[src/rtl/decoder_n_to_2n_seq.sv]
// Registered N-to-2^N one-hot decoder with enable, direct load and hold.
// Defining DECODER_SCAN_EN adds an auto-scan mode with a programmable dwell time.
module decoder_n_to_2n_seq #(
  parameter int N       = 2,
  parameter int DWELL_W = 8
) (
  input  logic                clk,
  input  logic                rst_n,
  input  logic                E,
  input  logic                mode,
  input  logic                load,
  input  logic [N-1:0]        A,
  input  logic [DWELL_W-1:0]  dwell,
  output logic [2**N-1:0]     Y,
  output logic                y_valid,
  output logic [N-1:0]        pos,
  output logic                wrap
);

  typedef enum logic [1:0] {IDLE, HOLD, SCAN} state_t;

  state_t            state_reg, state_next;
  logic [N-1:0]      pos_next;
  logic [2**N-1:0]   y_next;

`ifdef DECODER_SCAN_EN
  logic [DWELL_W-1:0] cnt_reg, cnt_next;
  logic               wrap_next;

  always_comb begin
    state_next = state_reg;
    pos_next   = pos;
    cnt_next   = cnt_reg;
    wrap_next  = 1'b0;
    if (!E) begin
      state_next = IDLE;
      cnt_next   = '0;
    end else begin
      case (state_reg)
        IDLE, HOLD: begin
          if (mode) begin
            state_next = SCAN;
            pos_next   = '0;
            cnt_next   = '0;
          end else if (load) begin
            state_next = HOLD;
            pos_next   = A;
          end
        end
        SCAN: begin
          // >= rather than == so a dwell lowered mid-count advances at once
          if (!mode) begin
            state_next = HOLD;
            cnt_next   = '0;
          end else if (cnt_reg >= dwell) begin
            pos_next  = pos + 1'b1;
            cnt_next  = '0;
            wrap_next = (pos == {N{1'b1}});
          end else begin
            cnt_next = cnt_reg + 1'b1;
          end
        end
        default: begin
          state_next = IDLE;
          cnt_next   = '0;
        end
      endcase
    end
  end
`else
  logic unused_scan_inputs;
  assign unused_scan_inputs = ^{mode, dwell};
  assign wrap = 1'b0;

  always_comb begin
    state_next = state_reg;
    pos_next   = pos;
    if (!E) begin
      state_next = IDLE;
    end else begin
      case (state_reg)
        IDLE, HOLD: begin
          if (load) begin
            state_next = HOLD;
            pos_next   = A;
          end
        end
        default: state_next = IDLE;
      endcase
    end
  end
`endif

  generate
    for (genvar gi = 0; gi < 2**N; gi++) begin : g_onehot
      assign y_next[gi] = (state_next != IDLE) && (pos_next == N'(gi));
    end
  endgenerate

  always_ff @(posedge clk or negedge rst_n) begin
    if (!rst_n) begin
      state_reg <= IDLE;
      pos       <= '0;
      Y         <= '0;
      y_valid   <= 1'b0;
`ifdef DECODER_SCAN_EN
      cnt_reg   <= '0;
      wrap      <= 1'b0;
`endif
    end else begin
      state_reg <= state_next;
      pos       <= pos_next;
      Y         <= y_next;
      y_valid   <= (state_next != IDLE);
`ifdef DECODER_SCAN_EN
      cnt_reg   <= cnt_next;
      wrap      <= wrap_next;
`endif
    end
  end

endmodule

[config.mk]
export PLATFORM = sky130hd
export DESIGN_NAME = decoder_n_to_2n_seq
export DESIGN_NICKNAME = d
export VERILOG_FILES = /design/src/rtl/decoder_n_to_2n_seq.sv
export SDC_FILE = /design/constraint.sdc
export NUM_CORES = 1
export LEC_CHECK = 0
export ABC_CLOCK_PERIOD_IN_PS = 1500
export BUFFER_PORTS_ARGS = -buffer_cell sky130_fd_sc_hd__buf_2
export CORE_AREA = 5 5 42 44
export DETAILED_ROUTE_END_ITERATION = 10
export DIE_AREA = 0 0 47 49
export GPL_TIMING_DRIVEN = 0
export HOLD_SLACK_MARGIN = 0.02
export PLACE_DENSITY = 0.63
export SYNTH_ARGS = -nofsm -noshare
export SYNTH_HDL_FRONTEND = slang
export SYNTH_SLANG_ARGS = --single-unit
[constraint.sdc]
create_clock -name clk -period 1.5 [get_ports clk]
set_input_delay 0.15 -clock clk [delete_from_list [all_inputs] [get_ports clk]]
set_output_delay 0.15 -clock clk [all_outputs]
set_load 0.02 [all_outputs]
# == Yosys cells after proc, flatten, opt, wreduce, memory -nomap -nowiden ==
# Cells that the tools add are included.
# op_classes
muxes,6
n_reduce_logical,8
eq_ne,4
# ops
op,n
two-way mux 2 bit,6
equality test 2 x 1 -> 1 bit (second input constant),2
equality test 2 bit (second input constant),2
logical AND 1 bit,4
zero test 2 bit,2
nonzero test 2 bit,1
OR reduction 2 bit,1
# word_totals
regBits,9
out_inout_bits,8

# == Depth between registers and ports, before layout ==
# depth
depth_word,6
mapped_depth,3
depth_no_buf,2

# == Worst setup path before layout ==
# OpenSTA, ideal clock, no wires.
# synth_path
kind,register to register
start,reg pos[0]
end,reg Y[0]
stages_incl_launch_ff,3
arrival_ns,1.151
path_slack_ns,0.275
path_buffers,0
synth_period_minus_slack_ns,1.225
cell_sequence,dfrtp_1 > or4b_4 > a21oi_2
# synth_between
elab_chain_cells,5
# synth_rtl
element,line,rtl
start: declaration,16,"output logic [N-1:0] pos,"
start signal: assignment,112,pos <= pos_next;
two-way mux 2 bit,83,if (load) begin
two-way mux 2 bit,81,case (state_reg)
two-way mux 2 bit (*),78,if (!E) begin
zero test 2 bit (*),96,assign y_next[gi] = (state_next != IDLE) && (pos_next == N'(gi));
logical AND 1 bit (*),96,
net y_next[0],24,logic [2**N-1:0] y_next;
end signal: assignment,113,Y <= y_next;
end: declaration,14,"output logic [2**N-1:0] Y,"
# Mark *: on every way through the listed nets, which the timed path passes. The rest lies on a longest branch.

# == Worst setup path in the final report ==
# Ends and elaborated chain as after synthesis.

==> Implementation_results.wiki <==
{| class="wikitable"
! Metric !! Value
|-
| Gpl congestion || 0.782
|-
| Met1 global-route usage || 9.73%
|-
| Post-DRT Antenna Nets || 0
|-
| Number of flip-flops under the largest register name || 4
|-
| Met3 demand-to-capacity share in global routing || 5.90%
|-
| Tmin final || 1.20 ns
|-
| Top-level I/O count || 23
|-
| Total clock buffers created by CTS || 3
|-
| Ratio of final minimum period to clock period || 80.0%
|-
| Number of placement rows || 14
|-
| CP max stage cell || sky130_fd_sc_hd__or4b_4
|-
| Die Width || 47 µm
|-
| Clock slew seen by the registers of the worst setup and hold paths || 0.06 ns
|-
| Total Power Consumption || 0.000545 W
|-
| Library cell used as clock root buffer || sky130_fd_sc_hd__clkbuf_4
|-
| Max Slew Vio Count || 0
|-
| Initial core utilization || 28.0%
|-
| Top cells by area in the synthesized netlist || sky130_fd_sc_hd__dfrtp_1 57%, sky130_fd_sc_hd__mux2_2 5.7%, sky130_fd_sc_hd__nand3b_1 5.7%
|-
| DRC errors left || 0
|-
| Fmax achieved || 0.833 GHz
|-
| Initial antenna violation count || 0
|-
| Pleak || 0.241 nW
|-
| Area of the core || 1400 µm²
|-
| Nature of the critical path endpoint || flip-flop
|-
| Sum Neg Setup Slack || 0 ns
|-
| Die outline area || 2300 µm²
|-
| Layout area overhead || 29.3%
|-
| Post-CTS Setup Bufs || 0
|-
| Max incr delay on CP || 0.56 ns
|-
| Worst-path maximum fanout || 6
|-
| Maximum buffer depth of the clock tree || 2
|-
| Share of cells above drive strength 1 || 41.7%
|-
| Final hold vios || 0
|-
| Data required time of the worst path || 1.68 ns
|-
| Vias after detailed routing || 289
|-
| First-pass GRT wire length || 1.27 mm
|-
| Met2 Track Usage GR || 10.2%
|-
| WP data arrival || 1.39 ns
|-
| Sink Count || 9
|-
| Vias in the first global route || 290
|-
| Seq cells post-synth || 9
|-
| Level count of the clock H-tree || 1
|-
| Cells resized by post-CTS repair || 0
|-
| Min-Delay Path Class || input port to flip-flop
|-
| Post-place instance area || 472 µm²
|-
| RSZ-0062 raised after global routing || false
|-
| Commonest non-fill, non-tap cell in the layout || sky130_fd_sc_hd__buf_2
|-
| Area share of the leading cell type in the synthesized netlist || 57.3%
|-
| Power Density || 1070 nW/µm²
|-
| Post-synthesis instance area || 393 µm²
|-
| Setup crit start kind || flip-flop
|-
| Class of the most critical setup path || flip-flop to flip-flop
|-
| Number of nets at the end of the flow || 64
|-
| Result of the run || completed
|-
| Gr usage total || 7.82%
|-
| Layout Utilization || 36.3%
|-
| Port buffer count || 11
|-
| Maximum resistive drop on vdd || 411 µV
|-
| Largest area contributor in the synthesized netlist || sky130_fd_sc_hd__dfrtp_1
|-
| Average size of a mapped cell || 12.7 µm²
|-
| Detailed Route Iter0 Violations || 5
|-
| Number of placed instances, taps included || 59
|-
| Cell count after synthesis || 31
|-
| Number of antenna diodes || 0
|-
| Number of cells in the finished layout apart from fillers || 64
|-
| Max capacitance violation total || 0
|-
| Vert. Die Dim || 49 µm
|-
| Clock tree from TritonCTS || yes
|-
| Most used cells in the layout excluding fill and tap cells || 11 x sky130_fd_sc_hd__buf_2, 9 x sky130_fd_sc_hd__dfrtp_1
|-
| Max Clock Skew || 0.00397 ns
|-
| Most Used Layer, Global Route || met2
|-
| Grt ovf || 0
|-
| Post-synth cell types || 15
|-
| Count of hold buffers inserted by post-cts repair || 1
|-
| Post-detailed-route wirelength per cell || 11.4 µm
|-
| Routed Wire Length || 727 µm
|-
| Final instance area || 508 µm²
|-
| Crit-path cells || or4b_4 -> a21oi_2
|-
| Count of synthesis-stage warnings from yosys || 0
|-
| Largest net degree at the start of global routing || 11
|-
| Setup violators final || 0
|-
| Register area share after synthesis || 57.3%
|-
| Via density per instance || 4.52
|-
| Final HPWL from detailed placement || 546 µm
|-
| Worst-skew pair later-pin latency || 0.26 ns
|-
| Pre-antenna DRT Iters || 4
|}
## cell usage after synthesis
cell / instances
sky130_fd_sc_hd__nand4b_1: 1
sky130_fd_sc_hd__a21oi_2: 1
sky130_fd_sc_hd__or3b_1: 1
sky130_fd_sc_hd__nand3b_1: 3
sky130_fd_sc_hd__nand4bb_1: 2
sky130_fd_sc_hd__or4b_4: 1
sky130_fd_sc_hd__a21oi_1: 3
sky130_fd_sc_hd__conb_1: 1
sky130_fd_sc_hd__dfrtp_1: 9
sky130_fd_sc_hd__mux2_2: 2
sky130_fd_sc_hd__buf_4: 1
sky130_fd_sc_hd__nand2b_1: 1
sky130_fd_sc_hd__nor2_1: 3
sky130_fd_sc_hd__nand3_1: 1
sky130_fd_sc_hd__buf_6: 1
## final timing paths
kind | depth (start not counted) | slack [ns] | endpoint | start
max | 2 | 0.30 | Y[0] | pos[0]
min | 3 | 0.17 | y_valid | load
max reg2reg | 2 | 0.30 | Y[0] | pos[0]
min reg2reg | 2 | 0.58 | y_valid | state_reg[0]
max in group asynchronous | 2 | 1.06 | y_valid | rst_n
min in group asynchronous | 2 | 0.26 | pos[1] | rst_n
## where the power goes
part | switching, W | internal (W)
sequential | 0.0000186 | 0.000259
combinational | 0.0000462 | 0.0000386
clock | 0.0000809 | 0.000102
## metrics by stage
| stage | worst slack (ns) | hold WS (ns) |
|---|---|---|
| final | 0.299 | 0.175 |
| after global routing | 0.258 | 0.173 |
| after CTS | 0.294 | 0.168 |
| after detailed placement | 0.312 | 0.0122 |
| after global placement | 0.336 | 0.00608 |
| after floorplan | 0.275 | -0.146 |
## layout make-up
type                            count  area [µm²]
Timing Repair Buffer               12        65.1
Multi-Input combinational cell     21         153
Tap cell                           16        20.0
Sequential cell                     9         225
Clock buffer                        4        26.3
Buffer                              2        18.8
Fill cell                         144         893
## logic make-up after synthesis
family                 Yosys count  share of synthesized area [%]
flip-flops                       9                           57.3
AND/OR/NAND/NOR                 13                           25.2
AO/OA/AOI/OAI                    4                           6.05
multiplexers                     2                           5.73
other                            1                          0.954
buffers and inverters            2                           4.78
## per-layer routing
layer	part of all wire [%]	vias up	routed length, µm
met4	0	0	0
li1	-	143	-
met3	13	0	91
met1	44	132	323
met5	0	-	0
met2	43	14	313
## critical path: cells and delay by family (launching register included)
family	cells	cell delay (ns)
and+or+nand+nor	1	0.56
DFF	1	0.43
AOI/OAI and AO/OA	1	0.15
(Power assumes the default switching activity.)
